$ cat config.mk
export PLATFORM = sky130hd
export DESIGN_NAME = pulse_meter
export DESIGN_NICKNAME = d
export VERILOG_FILES = /design/src/rtl/pulse_meter.sv
export SDC_FILE = /design/constraint.sdc
export NUM_CORES = 1
export LEC_CHECK = 0
export ABC_AREA = 0
export CAP_MARGIN = 20
export CORE_UTILIZATION = 43
export DETAILED_ROUTE_END_ITERATION = 16
export PLACE_DENSITY = 0.61
export SYNTH_ARGS = -nofsm -noshare
export SYNTH_HDL_FRONTEND = slang
export SYNTH_SLANG_ARGS = --single-unit
$ cat constraint.sdc
create_clock -name clk_100mhz -period 3.9 [get_ports clk_100mhz]
set_clock_uncertainty 0.15 [all_clocks]
set_input_delay 0.39 -clock clk_100mhz [delete_from_list [all_inputs] [get_ports clk_100mhz]]
set_output_delay 0.39 -clock clk_100mhz [all_outputs]
set_load 0.02 [all_outputs]
$ cat src/rtl/pulse_meter.sv
// pulse_meter -- measures period and high time of an asynchronous pulse input.
//
// The input pin is synchronized, de-glitched and then timed against clk_100mhz.
// Each accepted rising edge closes one period. From the second edge after
// arming, the period and the high time that belongs to it are published
// together. If no rising edge arrives for TIMEOUT cycles, signal loss is
// reported and the published values are cleared.
//
// Ports
//   clk_100mhz  in   sole clock, rising edge
//   rst_n       in   asynchronous active-low reset
//   sig_in      in   asynchronous external pulse signal
//   level       out  filtered, synchronized input level
//   rise_stb    out  one-cycle pulse on each accepted rising edge
//   period      out  last complete period in clk_100mhz cycles
//   high_len    out  high time belonging to the published period
//   meas_stb    out  one-cycle pulse when period/high_len update
//   meas_valid  out  period/high_len hold a valid measurement
//   timeout     out  one-cycle pulse on signal-loss detection
module pulse_meter #(
    parameter int CNT_W      = 32,
    parameter int GLITCH_LEN = 3,
    parameter int TIMEOUT    = 100000000
) (
    input  logic             clk_100mhz,
    input  logic             rst_n,
    input  logic             sig_in,
    output logic             level,
    output logic             rise_stb,
    output logic [CNT_W-1:0] period,
    output logic [CNT_W-1:0] high_len,
    output logic             meas_stb,
    output logic             meas_valid,
    output logic             timeout
);

    typedef enum logic [1:0] {
        IDLE   = 2'd0,
        ARMED  = 2'd1,
        LOCKED = 2'd2
    } state_t;

    localparam logic [3:0]       FILT_LAST   = 4'(GLITCH_LEN - 1);
    localparam logic [CNT_W-1:0] TIMEOUT_CNT = CNT_W'(TIMEOUT);
    localparam logic [CNT_W-1:0] CNT_ONE     = CNT_W'(1);

    logic [2:0]       sync_q;
    logic             sync_in;
    logic [3:0]       filt_cnt;
    logic [CNT_W-1:0] period_cnt;
    logic [CNT_W-1:0] high_cnt;
    logic [CNT_W-1:0] high_pend;
    state_t           state;

    logic filt_accept;
    logic rise_now;
    logic fall_now;
    logic timeout_now;

    assign sync_in = sync_q[2];

    // NOTE: every signal driven here gets a default first so no latch can be
    // inferred when a later condition leaves it unassigned.
    always_comb begin
        filt_accept = 1'b0;
        rise_now    = 1'b0;
        fall_now    = 1'b0;
        timeout_now = 1'b0;
        // The filter has already seen GLITCH_LEN-1 differing cycles; this is
        // the last one, so the new level is taken on this edge.
        filt_accept = (sync_in != level) && (filt_cnt == FILT_LAST);
        rise_now    = filt_accept && sync_in;
        fall_now    = filt_accept && !sync_in;
        // A rising edge in the same cycle wins over loss detection.
        timeout_now = (state != IDLE) && !rise_now && (period_cnt == TIMEOUT_CNT);
    end

    // Three-flop synchronizer for the asynchronous pin.
    // NOTE: sequential state uses non-blocking assignments so every flop
    // samples the values from before the edge, whatever the statement order.
    always_ff @(posedge clk_100mhz or negedge rst_n) begin
        if (!rst_n) begin
            sync_q <= 3'b000;
        end else begin
            sync_q <= {sync_q[1:0], sig_in};
        end
    end

    // Glitch filter: any cycle agreeing with the current level restarts the
    // count, so only an unbroken run of GLITCH_LEN differing cycles is taken.
    always_ff @(posedge clk_100mhz or negedge rst_n) begin
        if (!rst_n) begin
            filt_cnt <= 4'd0;
            level    <= 1'b0;
            rise_stb <= 1'b0;
        end else begin
            rise_stb <= rise_now;
            if (sync_in == level) begin
                filt_cnt <= 4'd0;
            end else if (filt_accept) begin
                filt_cnt <= 4'd0;
                level    <= sync_in;
            end else begin
                filt_cnt <= filt_cnt + 4'd1;
            end
        end
    end

    // Period and high-time counters. Both restart at 1 on the accepted rising
    // edge and saturate rather than wrap. The period counter runs regardless of
    // level, which is what lets a stuck-high input still time out.
    always_ff @(posedge clk_100mhz or negedge rst_n) begin
        if (!rst_n) begin
            period_cnt <= '0;
            high_cnt   <= '0;
            high_pend  <= '0;
        end else begin
            if (rise_now) begin
                period_cnt <= CNT_ONE;
            end else if (period_cnt != '1) begin
                period_cnt <= period_cnt + CNT_ONE;
            end

            if (rise_now) begin
                high_cnt <= CNT_ONE;
            end else if (level && (high_cnt != '1)) begin
                high_cnt <= high_cnt + CNT_ONE;
            end

            // Hold the high time until the rising edge that closes the period.
            if (fall_now) begin
                high_pend <= high_cnt;
            end
        end
    end

    // Measurement state machine with registered outputs. period and high_len
    // are only ever written together, so they always describe one period.
    always_ff @(posedge clk_100mhz or negedge rst_n) begin
        if (!rst_n) begin
            state      <= IDLE;
            period     <= '0;
            high_len   <= '0;
            meas_stb   <= 1'b0;
            meas_valid <= 1'b0;
            timeout    <= 1'b0;
        end else begin
            meas_stb <= 1'b0;
            timeout  <= 1'b0;
            case (state)
                IDLE: begin
                    if (rise_now) begin
                        state <= ARMED;
                    end
                end
                ARMED, LOCKED: begin
                    if (rise_now) begin
                        state      <= LOCKED;
                        period     <= period_cnt;
                        high_len   <= high_pend;
                        meas_stb   <= 1'b1;
                        meas_valid <= 1'b1;
                    end else if (timeout_now) begin
                        state      <= IDLE;
                        period     <= '0;
                        high_len   <= '0;
                        meas_valid <= 1'b0;
                        timeout    <= 1'b1;
                    end
                end
                default: begin
                    state <= IDLE;
                end
            endcase
        end
    end

endmodule

==> impl_metrics.ini <==
[logic_synthesis]
synth_seq_cells = 174
ys_top_cells_by_count = 174 x dfrtp_1, 64 x a22o_1, 51 x nand2_1
syn_avg_cell_area_um2 = 11.3
ys_seq_area_share_pct = 57.7
syn_area_um2 = 7550
synth-edff-count = 0
synth.most_common_cell = dfrtp_1
synth_top_family_by_area = compound AO/OA/AOI/OAI gates
netlist.top_cell.by_area = dfrtp_1
synth_xor_area_share_pct = 3.02
ys_async_sr_fraction_pct = 100
synth_compound_area_share_pct = 16.5
synth_warnings = 0
yosys.area_share.adder_pct = 0.994
synth_area_leaders = dfrtp_1 58%, a22o_1 7.4%, mux2_2 4.2%
synth-simple-area-share_pct = 14.5
synth_cell_types = 50
synth_ff_type = dfrtp_1
synth_mux_area_share_pct = 4.44
synth_top_area_share_pct = 57.7
synth_nets = 676
synth_cells = 667

[detailed_routing]
dr_total_vias = 5482
wire_per_inst_um = 17.0
drt-total-wl_um = 16400
drtPass1Iterations = 5
met1Wirelength_um = 7780
ant_nets = 0
highest_layer = met4
first_iter_violations = 318
drc_errors = 0
wl_met3_um = 486
dr_wl_met2_um = 7850
via_per_inst = 5.68

[clock_network]
cts_buffer_depth = 2
cts_setup_buffers = 0
cts_tree = built
clkTransAtPathRegs_ns = 0.06
cts_buffers = 17
clock_sinks = 174
cts_max_level = 4
root_buffer = clkbuf_16
clk_latency_ns = 0.43
cts_resized = 0

[floorplan]
die_h_um = 135
fp.dieW_um = 135
rows = 48
io_pins = 72
dieArea_um2 = 18100
core_region_area_um2 = 17200
start_util_pct = 43.8

[run_status]
status = finished, final reports clean

[sta]
drv_slew = 0
setup_viol = 0
rsz0062_at_grt = false
hold_viol_final = 0
max_clock_freq_ghz = 0.357
worstMarginPinSlew_ns = 0.838
max_slew_margin_pct = 44.1
fin_crit_sh_pct = 71.9
layout_min_cycle_time_ns = 2.80
tns_ns = 0

[final_layout]
syn_to_final_growth_pct = 21.2
fin_cells = 965
fillers = 1461
fin_nets = 737
num_antenna_cells = 0
drive_gt1_share_pct = 11.2

[power_and_ir_drop]
leakage_nw = 3.94
power_density_nw_per_um2 = 509
peakVddDrop_uv = 355

[setup_path]
cp-start-kind = flip-flop
cp-end-kind = flip-flop
critical_path_class = reg2reg
required_ns = 4.04
worstPathArrival_ns = 2.94
path_max_fanout = 19

[placed_design]
dp.cells = 932
hpwlAfterDp_um = 10800
gp_congestion = 0.823
port_buffers = 71

[grt]
grt_pass1_wl_um = 27900
antenna_found_initial = 0
grt_start_max_net_pins = 91
grt-ovfl-total = 0
grt_pass1_vias = 5485
grt_use_total_pct = 19.5

[hold_path]
hold_class = reg2reg

[run]
maxCapViolations = 0
## layer usage
metal / GRT usage [%] / vias up
met1: 26.5 / 2741
met4: 7.37 / 0
met3: 3.90 / 20
li1: - / 2600
met2: 31.1 / 121
met5: 0 / -
## cell type report
class                           count  area (um^2)  area share, %
Tap cell                          225          282           3.08
Multi-Input combinational cell    438         2990           32.7
Clock buffer                       22          474           5.18
Sequential cell                   174         4350           47.6
Clock inverter                      9          181           1.98
Inverter                           14         52.6          0.574
Timing Repair Buffer               83          815           8.90
## repair_timing
item	in CTS	in global routing
hold buffers	1	0
endpoints found under the hold margin	87	0
setup endpoints to repair	0	0
## placed cells by master, fill, tap and decap left out, types with 5 or more instances in the layout
cell / Yosys / final
dfrtp_1: 174 / 174
clkdlybuf4s50_1: 0 / 70
a22o_1: 64 / 64
nand2_1: 51 / 51
nor2_1: 38 / 38
o21ai_0: 32 / 32
a21oi_1: 30 / 30
mux2_2: 28 / 28
nand4_1: 23 / 23
xnor2_1: 22 / 22
or3_1: 22 / 22
nand3_1: 19 / 19
clkbuf_16: 0 / 17
inv_1: 14 / 14
and4_1: 9 / 9
buf_4: 0 / 9
o31ai_1: 8 / 8
a31oi_1: 7 / 7
or4_1: 7 / 7
nor4_1: 6 / 6
and2_1: 6 / 6
and3_1: 7 / 6
nor3_1: 6 / 6
ha_1: 6 / 6
a211oi_1: 5 / 5
bufinv_16: 0 / 5
## cell families (layout without fill, tap and decap cells)
group | after synthesis | in the layout
AND/OR/NAND/NOR | 206 | 206
buffers and inverters | 55 | 128
AO/OA/AOI/OAI | 170 | 170
multiplexers | 30 | 30
adder cells (fa/ha/maj) | 6 | 6
flip-flops | 174 | 174
XOR/XNOR | 26 | 26
## worst paths after layout
path,start,to,slack (ns),cells after the start
setup / recovery,high_cnt[0],high_cnt[16],1.10,6
hold / removal,sync_q[0],sync_q[1],0.20,0
setup reg to reg,high_cnt[0],high_cnt[16],1.10,6
hold reg to reg,sync_q[0],sync_q[1],0.20,0
max in group asynchronous,rst_n,high_len[21],2.28,3
min in group asynchronous,rst_n,period[18],0.44,2
## critical path, stage by stage, from the launching register on
cell and delay [ns]:
dfrtp_1 0.43, ha_1 0.23, nand4_1 0.23, or4_4 0.66, o31ai_4 0.68, or4_1 0.21, a21oi_1 0.06
## flip-flops by register name (all words and copies together), names as in the netlist, 2 cells and up
register and cells:
period_cnt 32, high_cnt 32, state 2, filt_cnt 4, high_len 32, high_pend 32
sync_q 3, period 32
## per-stage QoR
stage                     power, mW  worst slack [ns]  utilization, %  cell area [um^2]  hold slack [ns]
final                          4.66              1.10            53.1              9150            0.202
after global routing           4.87             0.893            53.1              9150            0.220
after CTS                      4.70              1.10            53.1              9150            0.205
after detailed placement       2.83              1.09            49.2              8480            0.188
after global placement         2.79              1.25            49.2              8480            0.187
after floorplan                2.53              1.55               -              7550          -0.0556
## where the power goes
group          internal [mW]  switching (mW)
logic                  0.272           0.375
clock network           1.19           0.685
registers               1.95           0.187
Note: power is estimated with default switching activity, not from simulation.
